File: src/rtl/uart_rx.sv
// -----------------------------------------------------------------------------
// uart_rx -- receive half of the UART controller.
//
// Deserialises an asynchronous, idle-high serial line into 8- or 9-bit words
// (LSB first, no parity, 1 or 2 stop bits). Every completed frame loads the
// held data register. A one-cycle valid strobe marks the load, and a coincident
// frame_err strobe flags any stop-bit sample that read 0.
//
// The frame format comes from the 12-bit control word, packed MSB to LSB as
//   control[11:3] br_div  clocks per bit (values below 2 behave as 2)
//   control[2]    word    0 = 8 data bits, 1 = 9 data bits
//   control[1]    stop    0 = 1 stop bit,  1 = 2 stop bits
//   control[0]    en      receiver enable
// br_div, word and stop are captured at the start edge, so the frame in flight
// is unaffected by later writes. Dropping en aborts a frame at any time.
//
// Ports
//   clk        in   system clock
//   rst        in   asynchronous active-low reset
//   rx_in      in   serial line, asynchronous to clk
//   control    in   frame format / enable (see above)
//   data       out  last received word, LSB-aligned, bit 8 = 0 for 8-bit frames
//   valid      out  one-cycle strobe when data is loaded
//   frame_err  out  one-cycle strobe with valid when a stop bit read 0
//   idle       out  high only while waiting for a start edge
// -----------------------------------------------------------------------------
module uart_rx (
   input  logic        clk,
   input  logic        rst,
   input  logic        rx_in,
   input  logic [11:0] control,
   output logic [8:0]  data,
   output logic        valid,
   output logic        frame_err,
   output logic        idle
);

   // Receiver states. StDone is the single cycle after the last stop sample in
   // which the word is published.
   localparam logic [2:0] StIdle   = 3'd0;
   localparam logic [2:0] StStart  = 3'd1;
   localparam logic [2:0] StData   = 3'd2;
   localparam logic [2:0] StStop   = 3'd3;
   localparam logic [2:0] StDone   = 3'd4;
   localparam logic [2:0] StWaitHi = 3'd5;

   // Control word fields.
   logic [8:0] ctrl_br_div;
   logic       ctrl_word;
   logic       ctrl_stop;
   logic       ctrl_en;

   assign ctrl_br_div = control[11:3];
   assign ctrl_word   = control[2];
   assign ctrl_stop   = control[1];
   assign ctrl_en     = control[0];

   // Effective divider: at least two clocks per bit so the half-bit offset
   // to the start-bit centre is never zero.
   logic [8:0] ctrl_eff_div;
   logic [8:0] ctrl_half_load;

   assign ctrl_eff_div   = (ctrl_br_div < 9'd2) ? 9'd2 : ctrl_br_div;
   assign ctrl_half_load = (ctrl_eff_div >> 1) - 9'd1;

   // Two-flop synchroniser on the line, reset to the idle level.
   logic [1:0] sync_q;
   logic       rxs;

   assign rxs = sync_q[1];

   // State and datapath registers.
   logic [2:0] state_q,   state_d;
   logic [8:0] cnt_q,     cnt_d;
   logic [8:0] div_q,     div_d;
   logic       word_q,    word_d;
   logic       stop_q,    stop_d;
   logic [3:0] bit_idx_q, bit_idx_d;
   logic [8:0] shift_q,   shift_d;
   logic       err_q,     err_d;
   logic [8:0] data_q,    data_d;
   logic       valid_q,   valid_d;
   logic       ferr_q,    ferr_d;

   logic       cnt_zero;
   logic [3:0] last_bit;
   logic       last_stop;

   assign cnt_zero  = (cnt_q == 9'd0);
   assign last_bit  = word_q ? 4'd8 : 4'd7;
   // In StStop bit_idx counts stop samples already taken (0 or 1).
   assign last_stop = (bit_idx_q[0] == stop_q);

   always_comb begin
      state_d   = state_q;
      cnt_d     = cnt_q;
      div_d     = div_q;
      word_d    = word_q;
      stop_d    = stop_q;
      bit_idx_d = bit_idx_q;
      shift_d   = shift_q;
      err_d     = err_q;
      data_d    = data_q;
      valid_d   = 1'b0;
      ferr_d    = 1'b0;

      if (state_q != StIdle && !ctrl_en) begin
         // Abort: drop the frame silently, data keeps its last value.
         state_d = StIdle;
      end else begin
         case (state_q)
            StIdle: begin
               if (ctrl_en && !rxs) begin
                  div_d   = ctrl_eff_div;
                  word_d  = ctrl_word;
                  stop_d  = ctrl_stop;
                  cnt_d   = ctrl_half_load;
                  state_d = StStart;
               end
            end

            StStart: begin
               if (cnt_zero) begin
                  if (rxs) begin
                     // Line went back high before mid start bit: glitch.
                     state_d = StIdle;
                  end else begin
                     cnt_d     = div_q - 9'd1;
                     bit_idx_d = 4'd0;
                     shift_d   = 9'd0;
                     err_d     = 1'b0;
                     state_d   = StData;
                  end
               end else begin
                  cnt_d = cnt_q - 9'd1;
               end
            end

            StData: begin
               if (cnt_zero) begin
                  shift_d[bit_idx_q] = rxs;
                  cnt_d              = div_q - 9'd1;
                  if (bit_idx_q == last_bit) begin
                     bit_idx_d = 4'd0;
                     state_d   = StStop;
                  end else begin
                     bit_idx_d = bit_idx_q + 4'd1;
                  end
               end else begin
                  cnt_d = cnt_q - 9'd1;
               end
            end

            StStop: begin
               if (cnt_zero) begin
                  if (!rxs) begin
                     err_d = 1'b1;
                  end
                  if (last_stop) begin
                     state_d = StDone;
                  end else begin
                     cnt_d     = div_q - 9'd1;
                     bit_idx_d = bit_idx_q + 4'd1;
                  end
               end else begin
                  cnt_d = cnt_q - 9'd1;
               end
            end

            StDone: begin
               // Bit 8 is only meaningful for 9-bit frames.
               data_d  = {word_q & shift_q[8], shift_q[7:0]};
               valid_d = 1'b1;
               ferr_d  = err_q;
               // After a framing error the line may be in a break; wait for it
               // to go high so the low level is not taken as a new start bit.
               state_d = err_q ? StWaitHi : StIdle;
            end

            StWaitHi: begin
               if (rxs) begin
                  state_d = StIdle;
               end
            end

            default: begin
               state_d = StIdle;
            end
         endcase
      end
   end

   always_ff @(posedge clk or negedge rst) begin
      if (!rst) begin
         sync_q    <= 2'b11;
         state_q   <= StIdle;
         cnt_q     <= 9'd0;
         div_q     <= 9'd2;
         word_q    <= 1'b0;
         stop_q    <= 1'b0;
         bit_idx_q <= 4'd0;
         shift_q   <= 9'd0;
         err_q     <= 1'b0;
         data_q    <= 9'd0;
         valid_q   <= 1'b0;
         ferr_q    <= 1'b0;
      end else begin
         sync_q    <= {sync_q[0], rx_in};
         state_q   <= state_d;
         cnt_q     <= cnt_d;
         div_q     <= div_d;
         word_q    <= word_d;
         stop_q    <= stop_d;
         bit_idx_q <= bit_idx_d;
         shift_q   <= shift_d;
         err_q     <= err_d;
         data_q    <= data_d;
         valid_q   <= valid_d;
         ferr_q    <= ferr_d;
      end
   end

   assign data      = data_q;
   assign valid     = valid_q;
   assign frame_err = ferr_q;
   assign idle      = (state_q == StIdle);

endmodule

File: config.mk
export PLATFORM = sky130hd
export DESIGN_NAME = uart_rx
export DESIGN_NICKNAME = d
export VERILOG_FILES = /design/src/rtl/uart_rx.sv
export SDC_FILE = /design/constraint.sdc
export NUM_CORES = 1
export LEC_CHECK = 0
export ABC_AREA = 1
export CAP_MARGIN = 5
export CORE_ASPECT_RATIO = 0.8
export CORE_MARGIN = 2
export CORE_UTILIZATION = 50
export DETAILED_ROUTE_END_ITERATION = 12
export PLACE_DENSITY = 0.71
export SLEW_MARGIN = 10
export SYNTH_ARGS = -nofsm -noshare
export SYNTH_HDL_FRONTEND = slang
export SYNTH_SLANG_ARGS = --single-unit
File: constraint.sdc
create_clock -name clk -period 1.85 [get_ports clk]
set_input_delay 0.555 -clock clk [delete_from_list [all_inputs] [get_ports clk]]
set_output_delay 0.555 -clock clk [all_outputs]
set_load 0.01 [all_outputs]
Yosys cells after proc, flatten, opt, wreduce, memory -nomap -nowiden
Index checks and enable logic that the tools add are counted.
{"block": "totals", "ff_bits": 50, "input_bits": 15, "output_inout_bits": 12}
{"block": "classes", "add_sub_neg": 4, "magnitude_cmp": 3, "eq_ne": 23, "muxes": 43, "bitwise": 2, "n_reduce_logical": 19}
{"operator": "two-way mux 9 bit", "count": 10}
{"operator": "one-hot mux 9 bit (4 select lines)", "count": 1}
{"operator": "two-way mux 4 bit", "count": 7}
{"operator": "two-way mux 3 bit", "count": 9}
{"operator": "inequality test 3 bit (second input constant)", "count": 8}
{"operator": "one-hot mux 3 bit (6 select lines)", "count": 1}
{"operator": "one-hot mux 9 bit (2 select lines)", "count": 1}
{"operator": "subtractor 9 x 1 -> 9 bit (second input constant)", "count": 2}
{"operator": "AND reduction 7 bit", "count": 2}
{"operator": "inequality test 2 bit (second input constant)", "count": 6}
{"operator": "one-hot mux 4 bit (3 select lines)", "count": 1}
{"operator": "AND reduction 5 bit", "count": 2}
{"operator": "bitwise mux 9 bit", "count": 1}
{"operator": "zero test 9 bit", "count": 1}
{"operator": "less-than comparator 9 x 2 -> 1 bit (second input constant)", "count": 1}
{"operator": "two-way mux 1 bit", "count": 9}
{"operator": "subtractor 8 x 1 -> 9 bit (second input constant)", "count": 1}
{"operator": "equality test 3 x 2 -> 1 bit (second input constant)", "count": 2}
{"operator": "equality test 3 bit (second input constant)", "count": 2}
{"operator": "AND reduction 6 bit", "count": 1}
{"operator": "nonzero test 3 bit", "count": 2}
{"operator": "less-than comparator 4 x 5 -> 1 bit (second input constant)", "count": 1}
{"operator": "adder 4 x 1 -> 4 bit (second input constant)", "count": 1}
{"operator": "demux 1 bit (select 4 bit)", "count": 1}
{"operator": "other kinds (17)", "count": 21}

Depth between registers and ports, before layout
Gate-level depths: netlist of the first run.
{"block": "depth", "word_depth": 7, "depth_mapped": 14, "depth_no_buf": 14}

Worst setup path after synthesis of the first run
OpenSTA, ideal clock, no wires.
{"block": "synth_path", "path_type": "register to register", "startpoint": "register state_q[0]", "endpoint": "register cnt_q[6]", "setup_ns": 0.117, "t_arrival_ns": 1.728, "setup_slack_ns": 0.005, "stages_incl_launch_ff": 13, "path_buffers": 1, "path_cell_list": "dfrtp_1 -> nor2_2 -> nor2_4 -> buf_4 -> nand3_1 -> nand2_1 -> inv_1 -> ha_1 -> nand3b_1 -> nor2_2 -> nand4_1 -> nand3_1 -> nand2_1"}
{"block": "synth_between", "elab_chain_len": 4}
{"item": "from (decl)", "line": "73", "rtl": "logic [2:0] state_q, state_d;"}
{"item": "from (signal assigned)", "line": "196", "rtl": "state_q <= StIdle;"}
{"item": "from (signal assigned)", "line": "209", "rtl": "state_q <= state_d;"}
{"item": "branches (longest 4 deep; another with AND reduction 5 bit)"}
{"item": "to (signal assigned)", "line": "210", "rtl": "cnt_q <= cnt_d;"}
{"item": "to (decl)", "line": "74", "rtl": "logic [8:0] cnt_q, cnt_d;"}
Parallel ways; which one is timed is not known.
A chain may end at the register's enable or synchronous reset.

Worst setup path after layout of the first run
{"block": "layout_path", "startpoint": "register cnt_q[0]", "endpoint": "register cnt_q[2]"}
{"block": "layout_between", "elab_chain_len": 3}
{"item": "subtractor 9 x 1 -> 9 bit / zero test 9 bit (equally long branches)"}
{"item": "two-way mux 9 bit (tied with other cells)", "line": "155", "rtl": "if (cnt_zero) begin"}
{"item": "one-hot mux 9 bit (4 select lines) / AND reduction 5 bit (equally long branches)"}
Several ways; a longest one is shown, not always the timed one.

==> results.json, run 1 <==
{
  "synthAdderAreaFrac": 0.0226,
  "fin_crit_sh": 1.00,
  "cts_max_level": 2,
  "vdd_ir_drop_max_uv": 700,
  "cts_buffer_depth": 2,
  "core-area_sq_um": 5410,
  "tightest_slew_ps": 500,
  "timing.setup.tns_ps": -11.9,
  "cp-start-kind": "flip-flop",
  "relSlewSlack": 0.665,
  "rsz0062_at_grt": "true",
  "muxShareOfSynthArea": 0,
  "p_per_area_nw_per_um2": 1330,
  "drv_slew": 0,
  "fin_cells": 540,
  "syn-instance-count": 378,
  "p_leak_nw": 1.96,
  "final_cell_mix": "128 x nand2_1, 56 x buf_4, 46 x dfrtp_1",
  "hpwl_mm": 5.09,
  "finalHoldViolCount": 0,
  "drt_iter0_drc": 224,
  "ys_warn_count": 0,
  "hold_class": "in -> async",
  "final_antenna_net_count": 0,
  "cts_sinks": 50,
  "critPathArrivalTime_ps": 2080,
  "status": "finished with violations",
  "holdWs_ps": 199,
  "clkLatencyLatePin_ps": 300,
  "cts_made_buffers": 5,
  "start_util": 0.513,
  "chipHeight_um": 70.6,
  "grt.overflow.total": 0,
  "wire_per_inst_um": 13.9,
  "num_vias": 2842,
  "finalSetupViolCount": 2,
  "rows": 24,
  "synth_top_family_by_area": "simple AND/OR/NAND/NOR gates",
  "grt_pass1_wl_mm": 11.8,
  "syn_area_per_cell_sq_um": 7.34,
  "finalCriticalPeriod_ps": 1860,
  "vias_per_cell": 5.26,
  "synth-seq-area-share": 0.452,
  "grt_pass1_vias": 2512,
  "drc": 0,
  "antenna_found_initial": 0,
  "ys_dominant_reg_cell": "dfrtp_1",
  "worst-endpoint-required_ps": 2070,
  "boundaryPins": 27,
  "synthToLayoutAreaGrowth_pct": 40.3,
  "crit_fanout": 3,
  "grt.total_usage": 0.242,
  "drv_cap": 0,
  "async_reset_ff_frac": 1.00,
  "n_antenna_cell": 0,
  "synth_nets": 398,
  "netlist_area_sq_um": 2770,
  "endpoint_kind": "flip-flop",
  "r2r-start": "cnt_q[0]",
  "pre_cts_ws_ps": -582,
  "cts_root_buf": "clkbuf_8",
  "setup_slack_ps": -7.77,
  "max_freq_ghz": 0.538,
  "die_x_um": 87.3,
  "synth-compound-area-share": 0.0943,
  "ys_ff_latch": 50,
  "final_common_cell": "nand2_1",
  "wl_mm": 7.51,
  "worstSetupPathType": "reg -> reg",
  "violations": "negative setup slack",
  "clk_pin_slew_ps": 90,
  "io_buffers": 26,
  "nFillCells": 444,
  "place_inst": 517,
  "multiInputGateArea_sq_um": 1490,
  "layout-drive-gt1-share": 0.303,
  "power.total_w": 0.00519,
  "place.gp.congestion": 0.917,
  "yosys.area_share.simple": 0.349,
  "nets": 494,
  "first_pass_iters": 7,
  "synth-xor-area-share": 0.00947,
  "crit_path_start": "cnt_q[0]",
  "grt_max_degree": 21,
  "synth_edf_count": 0,
  "synth_cell_type_count": 32,
  "cts_tree": "yes",
  "skew_ps": 11.3,
  "seqCellArea_sq_um": 1260,
  "dieArea_sq_um": 6160
}
metrics by stage:
step | utilization | instance area, sq um
after floorplan | - | 2770
after global placement | 0.646 | 3490
after detailed placement | 0.646 | 3490
after CTS | 0.678 | 3670
after global routing | 0.720 | 3890
final | 0.720 | 3890
cells in the mapped netlist (2+ instances only):
cell type,number,share of area
nor2_4,2,0.0081
a21oi_1,3,0.0054
buf_4,2,0.0054
ha_1,5,0.023
nand2_1,136,0.18
o21ai_0,32,0.058
dfstp_2,3,0.028
o21ai_1,4,0.0072
o41ai_1,2,0.0063
nor3_1,3,0.0054
nor2_1,32,0.043
inv_1,38,0.051
inv_2,7,0.0095
nand3_2,2,0.0072
nand4_1,4,0.0090
xnor2_1,2,0.0063
nand3_1,35,0.063
nand2_2,2,0.0045
clkbuf_1,2,0.0027
nor2_2,4,0.0090
dfrtp_1,47,0.42
layer usage:
| metal | up-vias | wire length [um] | GRT usage |
|---|---|---|---|
| li1 | 1396 | - | - |
| met2 | 105 | 3410 | 0.358 |
| met5 | - | 0 | 0 |
| met3 | 12 | 389 | 0.0350 |
| met1 | 1329 | 3620 | 0.377 |
| met4 | 0 | 87 | 0.0513 |
worst max-delay path, cell delays in order (launching register included):
cell,delay [ps]
dfrtp_1,400
nor2_2,170
nand3_2,130
nor2_4,200
nand2_2,90
nand3_2,70
nand2_2,70
ha_4,160
or2_2,300
a31oi_1,190
worst paths after layout:
check                       endpoint  slack (ps)  cells past startpoint
hold / removal                stop_q         200                      1
min in group clk           sync_q[1]         360                      0
hold reg to reg            sync_q[1]         360                      0
max in group asynchronous  frame_err        1090                      2
setup / recovery            cnt_q[2]          -8                      9
setup reg to reg            cnt_q[2]          -8                      9
state kept, by name (all words and copies together), names as in the netlist:
register,flops
cnt_q,9
data,9
div_q,9
shift_q,9
bit_idx_q,4
state_q,3
sync_q,2
err_q,1
frame_err,1
stop_q,1
valid,1
word_q,1
power by group:
group	internal (W)	leakage [nW]	switching [W]	total [W]
Clock	0.000405	0.0524	0.000355	0.000760
Sequential	0.00138	0.641	0.000223	0.00160
Combinational	0.00123	1.26	0.00159	0.00282
Total	0.00302	1.96	0.00217	0.00519
final cells by class:
class / count / area share
timing repair inverter: 1 / 0.00129
clock buffer: 7 / 0.0196
multi-input combinational: 278 / 0.383
inverter: 46 / 0.0453
clock inverter: 1 / 0.00772
timing repair buffer: 92 / 0.199
sequential: 50 / 0.323
tap: 65 / 0.0209
kinds of logic after synthesis:
kind of cell	Yosys count
buffers and inverters	51
and+or+nand+nor	224
DFF	50
AOI/OAI and AO/OA	45
xor gates and xnor gates	3
adders and majority gates	5
repair_timing:
| item | CTS | global route |
|---|---|---|
| pin swaps | 15 | 30 |
| setup endpoints to repair | 17 | 33 |
| buffers inserted | 3 | 7 |
| resized for setup | 27 | 47 |
| gates cloned | 0 | 5 |
| hold buffers | 0 | 0 |
| endpoints found under the hold margin | 0 | 0 |
(Power assumes the default switching activity.)
==> inputs of run 2 (changes only) <==
Settings changed: CORE_MARGIN 2 to default.
==> run 2 against run 1 <==
Net effect:
- the run now ends clean
- die area down 5.1%
- clock power shrank 13%
- register-to-register slack is essentially flat
- first-iteration DRC count shrank 24%
- cell count fell by 3.9%
- count of clock-buffer cells in the layout stayed put
- maximum frequency rose by 0.69%
- sequential share of layout area grew 1.9 points
- routed wire length fell by 12%
- largest cell class unchanged
- setup slack better by 13 ps
- global-route usage rose by 0.65 points
- highest routed layer unchanged
- critical path type unchanged
- non-clock buffer count shrank 16
==> results.json, run 2 (same netlist as run 1, synthesis figures left out) <==
{
  "hold_buffers": 0,
  "clk_pin_slew_ps": 90,
  "r2r_cells": 13,
  "max_freq_ghz": 0.542,
  "p_per_area_nw_per_um2": 1290,
  "cts_max_level": 2,
  "drt_iter0_drc": 171,
  "r2r_slack_ps": 5,
  "place.gp.congestion": 0.907,
  "grt_pass1_vias": 2363,
  "grt_max_degree": 35,
  "nets": 476,
  "vias_per_cell": 5.09,
  "r2r_end": "cnt_q[8]",
  "boundaryPins": 27,
  "start_util": 0.536,
  "hpwl_mm": 4.92,
  "grt.overflow.total": 0,
  "die_x_um": 85.3,
  "synthToLayoutAreaGrowth_pct": 32.6,
  "finalCriticalPeriod_ps": 1850,
  "hold_class": "in -> async",
  "cts_made_buffers": 5,
  "layout-drive-gt1-share": 0.234,
  "worst-endpoint-required_ps": 2050,
  "cts_root_buf": "clkbuf_8",
  "drc": 0,
  "seqCellArea_sq_um": 1260,
  "wl_mm": 6.61,
  "rows": 23,
  "num_vias": 2643,
  "r2r-start": "cnt_q[7]",
  "drv_slew": 0,
  "dieArea_sq_um": 5850,
  "wire_per_inst_um": 12.7,
  "io_buffers": 26,
  "fin_cells": 519,
  "crit_path_cell_trace": "nor2_1 > nand2_1 > nor2_4 > nand2_1 > nand3_1 > nand2_2 > ha_4 > nand3b_1 > nor2_4 > nand2_1 > nand2_1 > nand3_1 > nand2_1",
  "multiInputGateArea_sq_um": 1430,
  "final_common_cell": "nand2_1",
  "fin_crit_sh": 0.997,
  "chipHeight_um": 68.6,
  "crit_fanout": 6,
  "cts_buffer_depth": 2,
  "setup_slack_ps": 4.92,
  "cts_tree": "yes",
  "grt_pass1_wl_mm": 11.2,
  "pre_cts_ws_ps": -593,
  "vdd_ir_drop_max_uv": 795,
  "cts_sinks": 50,
  "finalHoldViolCount": 0,
  "final_core_util": 0.710,
  "placed_area_sq_um": 3420,
  "critPathTopFamily": "simple AND/OR/NAND/NOR gates",
  "nFillCells": 421,
  "clkLatencyLatePin_ps": 300,
  "endpoint_kind": "flip-flop",
  "worst-path-buf-inv": 0,
  "worst_path_most_repeated_cell": "nand2_1",
  "slowest_stage": "dfrtp_1",
  "p_leak_nw": 1.86,
  "n_antenna_cell": 0,
  "final_antenna_net_count": 0,
  "final_cell_mix": "133 x nand2_1, 46 x dfrtp_1, 46 x buf_4",
  "grt.total_usage": 0.248,
  "cp-start-kind": "flip-flop",
  "tightest_slew_ps": 410,
  "relSlewSlack": 0.727,
  "max_stage_delay_ps": 420,
  "first_pass_iters": 6,
  "place_inst": 505,
  "status": "finished, final reports clean",
  "critPathArrivalTime_ps": 2040,
  "worstSetupPathType": "reg -> reg",
  "final_cell_area_sq_um": 3680,
  "rsz0062_at_grt": "true",
  "finalSetupViolCount": 0,
  "antenna_found_initial": 0,
  "core-area_sq_um": 5180,
  "drv_cap": 0,
  "skew_ps": 4.48
}
run 2: worst max path at each step:
stage	startpoint	endpoint	slack, ps	cells after the start
6_report	cnt_q[7]	cnt_q[8]	5	13
5_1_grt	state_q[0]	cnt_q[8]	-160	15
4_1_cts	cnt_q[5]	cnt_q[6]	2	13
3_3_place_gp	control[8]	cnt_q[6]	-550	13
3_5_place_dp	control[8]	cnt_q[6]	-590	13
2_1_floorplan	state_q[0]	cnt_q[6]	5	12
run 2: stage by stage:
step           power [W]  hold WS [ps]  TNS [ps]
2_1_floorplan    0.00290           259         0
3_3_place_gp     0.00374           347     -7770
3_5_place_dp     0.00379           353     -8380
4_1_cts          0.00454           183         0
5_1_grt          0.00513           196      -609
6_report         0.00475           172         0
run 2: routing by layer:
metal / vias to the layer above / part of all wire / routed length (um) / track usage
met3: 5 / 0.063 / 416 / 0.0464
met5: - / 0 / 0 / 0
met1: 1199 / 0.52 / 3450 / 0.372
li1: 1359 / - / - / -
met2: 80 / 0.41 / 2690 / 0.374
met4: 0 / 0.0070 / 46 / 0.0563
run 2: power by group:
| group | switching [W] | total, W | internal, W |
|---|---|---|---|
| sequential | 0.000242 | 0.00162 | 0.00138 |
| combinational | 0.00143 | 0.00246 | 0.00104 |
| clock | 0.000355 | 0.000658 | 0.000303 |
| total | 0.00203 | 0.00475 | 0.00272 |
run 2: repair_timing:
item	CTS	global route
buffers inserted	3	3
gates resized for setup	23	26
setup endpoints to repair	7	31
pin swaps	11	7
run 2: cell type report:
class                   instances  area share
well taps                      62      0.0211
clock buffers                   7      0.0235
clock inverters                 1     0.00136
flip-flops and latches         50       0.341
multi-input cells             277       0.388
inverters                      46      0.0486
repair buffers                 76       0.176
==> inputs of run 3 (changes only) <==
Settings changed: CORE_UTILIZATION 50 to 40, PLACE_DENSITY 0.71 to 0.59.
==> run 3 against run 2 <==
Net effect:
- the flow now finishes with violations (negative setup slack)
- maximum frequency is 4.3% lower
- final area up 5.1%
- via count rose by 0.15%
- total power increased by 10%
- utilization decreased by 12 points
- count of clock-buffer cells in the layout shrank 2
- setup slack worse by 82 ps
- critical endpoint is now cnt_q[6]
==> results.json, run 3 (same netlist as run 1, synthesis figures left out) <==
{
  "final_common_cell": "nand2_1",
  "synthToLayoutAreaGrowth_pct": 39.4,
  "rows": 26,
  "tightest_slew_ps": 475,
  "skew_ps": 12.9,
  "nets": 483,
  "cts_sinks": 50,
  "violations": "negative setup slack",
  "grt_max_degree": 19,
  "hold_buffers": 0,
  "antenna_found_initial": 0,
  "boundaryPins": 27,
  "seqCellArea_sq_um": 1260,
  "place.gp.congestion": 0.933,
  "wire_per_inst_um": 12.8,
  "core-area_sq_um": 6540,
  "relSlewSlack": 0.683,
  "io_buffers": 26,
  "hpwl_mm": 5.16,
  "rsz0062_at_grt": "true",
  "first_pass_iters": 4,
  "cts_root_buf": "clkbuf_8",
  "start_util": 0.424,
  "place_inst": 532,
  "grt.overflow.total": 0,
  "endpoint_kind": "flip-flop",
  "grt_busiest_layer": "met1",
  "cp-start-kind": "flip-flop",
  "p_per_area_nw_per_um2": 1350,
  "grt_util_met3": 0.0369,
  "cts_buffer_depth": 2,
  "final_antenna_net_count": 0,
  "num_vias": 2647,
  "status": "finished with violations",
  "drv_slew": 0,
  "dieArea_sq_um": 7270,
  "finalCriticalPeriod_ps": 1930,
  "die_x_um": 95.1,
  "fin_crit_sh": 1.04,
  "clk_pin_slew_ps": 100,
  "n_antenna_cell": 0,
  "worstSetupPathType": "reg -> reg",
  "drc": 0,
  "critPathArrivalTime_ps": 2130,
  "finalSetupViolCount": 3,
  "power.total_w": 0.00523,
  "cts_max_level": 2,
  "drt_iter0_drc": 144,
  "vdd_ir_drop_max_uv": 636,
  "final_cell_mix": "125 x nand2_1, 49 x buf_4, 46 x dfrtp_1",
  "vias_per_cell": 4.83,
  "wl_mm": 7.04,
  "placed_area_sq_um": 3500,
  "cts_made_buffers": 5,
  "clkLatencyLatePin_ps": 310,
  "finalHoldViolCount": 0,
  "chipHeight_um": 76.5,
  "drv_cap": 0,
  "final_cell_area_sq_um": 3870,
  "max_freq_ghz": 0.519,
  "multiInputGateArea_sq_um": 1480,
  "crit_fanout": 7,
  "cts_tree": "yes",
  "met1_usage": 0.341,
  "setup_slack_ps": -77.2,
  "layout-drive-gt1-share": 0.276,
  "grt_pass1_vias": 2396,
  "grt.total_usage": 0.206,
  "grt_pass1_wl_mm": 11.6,
  "fin_cells": 548,
  "gr-usage-met2": 0.269,
  "holdWs_ps": 183,
  "nFillCells": 605,
  "p_leak_nw": 1.94,
  "worst-endpoint-required_ps": 2060,
  "hold_class": "in -> async"
}
==> run 3: changes by cell type in the layout (fill, tap and decap cells not counted), moves of 3 or more <==
cell / before / now
buf_4: 46 / 49
buf_6: 2 / 6
nand2_1: 133 / 125
nand2_2: 5 / 10
nand2_4: 0 / 3
nand3_1: 30 / 26
nand3_2: 6 / 9
nor2_4: 9 / 6
==> run 3: metrics by stage <==
stage / setup slack, ps / TNS, ps / utilization
finish: -77.2 / -152 / 0.591
detailed placement: -585 / -8210 / 0.535
global route: -240 / -835 / 0.591
floorplan: 4.53 / 0 / -
global placement: -569 / -7570 / 0.535
CTS: -2.20 / -2.20 / 0.564
==> run 3: final timing paths <==
kind	start	end	slack [ps]	cells after the start
max	state_q[0]	cnt_q[6]	-80	14
min	rst	data[6]	180	1
max reg2reg	state_q[0]	cnt_q[6]	-80	14
min reg2reg	sync_q[0]	sync_q[1]	360	0
max in group asynchronous	rst	div_q[1]	1120	2
min in group clk	sync_q[0]	sync_q[1]	360	0
==> run 3: final cells by class <==
class                      instances  area share
clock buffer                       5      0.0178
timing repair buffer              83       0.185
sequential                        50       0.325
clock inverter                     3      0.0178
tap                               84      0.0272
multi-input combinational        277       0.382
inverter                          46      0.0456
==> run 3: worst max-delay path, cell delays in order (launching register included) <==
cell,delay (ps)
dfrtp_1,420
nor2_4,150
buf_6,120
nor2_4,40
nand2_1,70
o21ai_1,50
inv_1,80
nand2_2,60
inv_2,80
ha_4,120
nand3b_1,150
nor2_4,230
nand4_1,110
nand3_1,90
nand2_1,50
==> run 3: what timing repair did <==
item / CTS / global route
buffers inserted: 3 / 7
resized for setup: 22 / 44
pin swaps: 9 / 28
endpoints found under the setup margin: 5 / 33
==> run 3: metal layers <==
metal / vias up / wire length, um / part of all wire
li1: 1371 / - / -
met1: 1196 / 3680 / 0.52
met2: 75 / 2920 / 0.41
met3: 5 / 382 / 0.054
met4: 0 / 57 / 0.0081
met5: - / 0 / 0
==> run 3: power breakdown <==
group	leakage (nW)	switching [W]	internal, W
registers	0.641	0.000228	0.00138
clock network	0.0683	0.000388	0.000542
logic	1.23	0.00154	0.00115
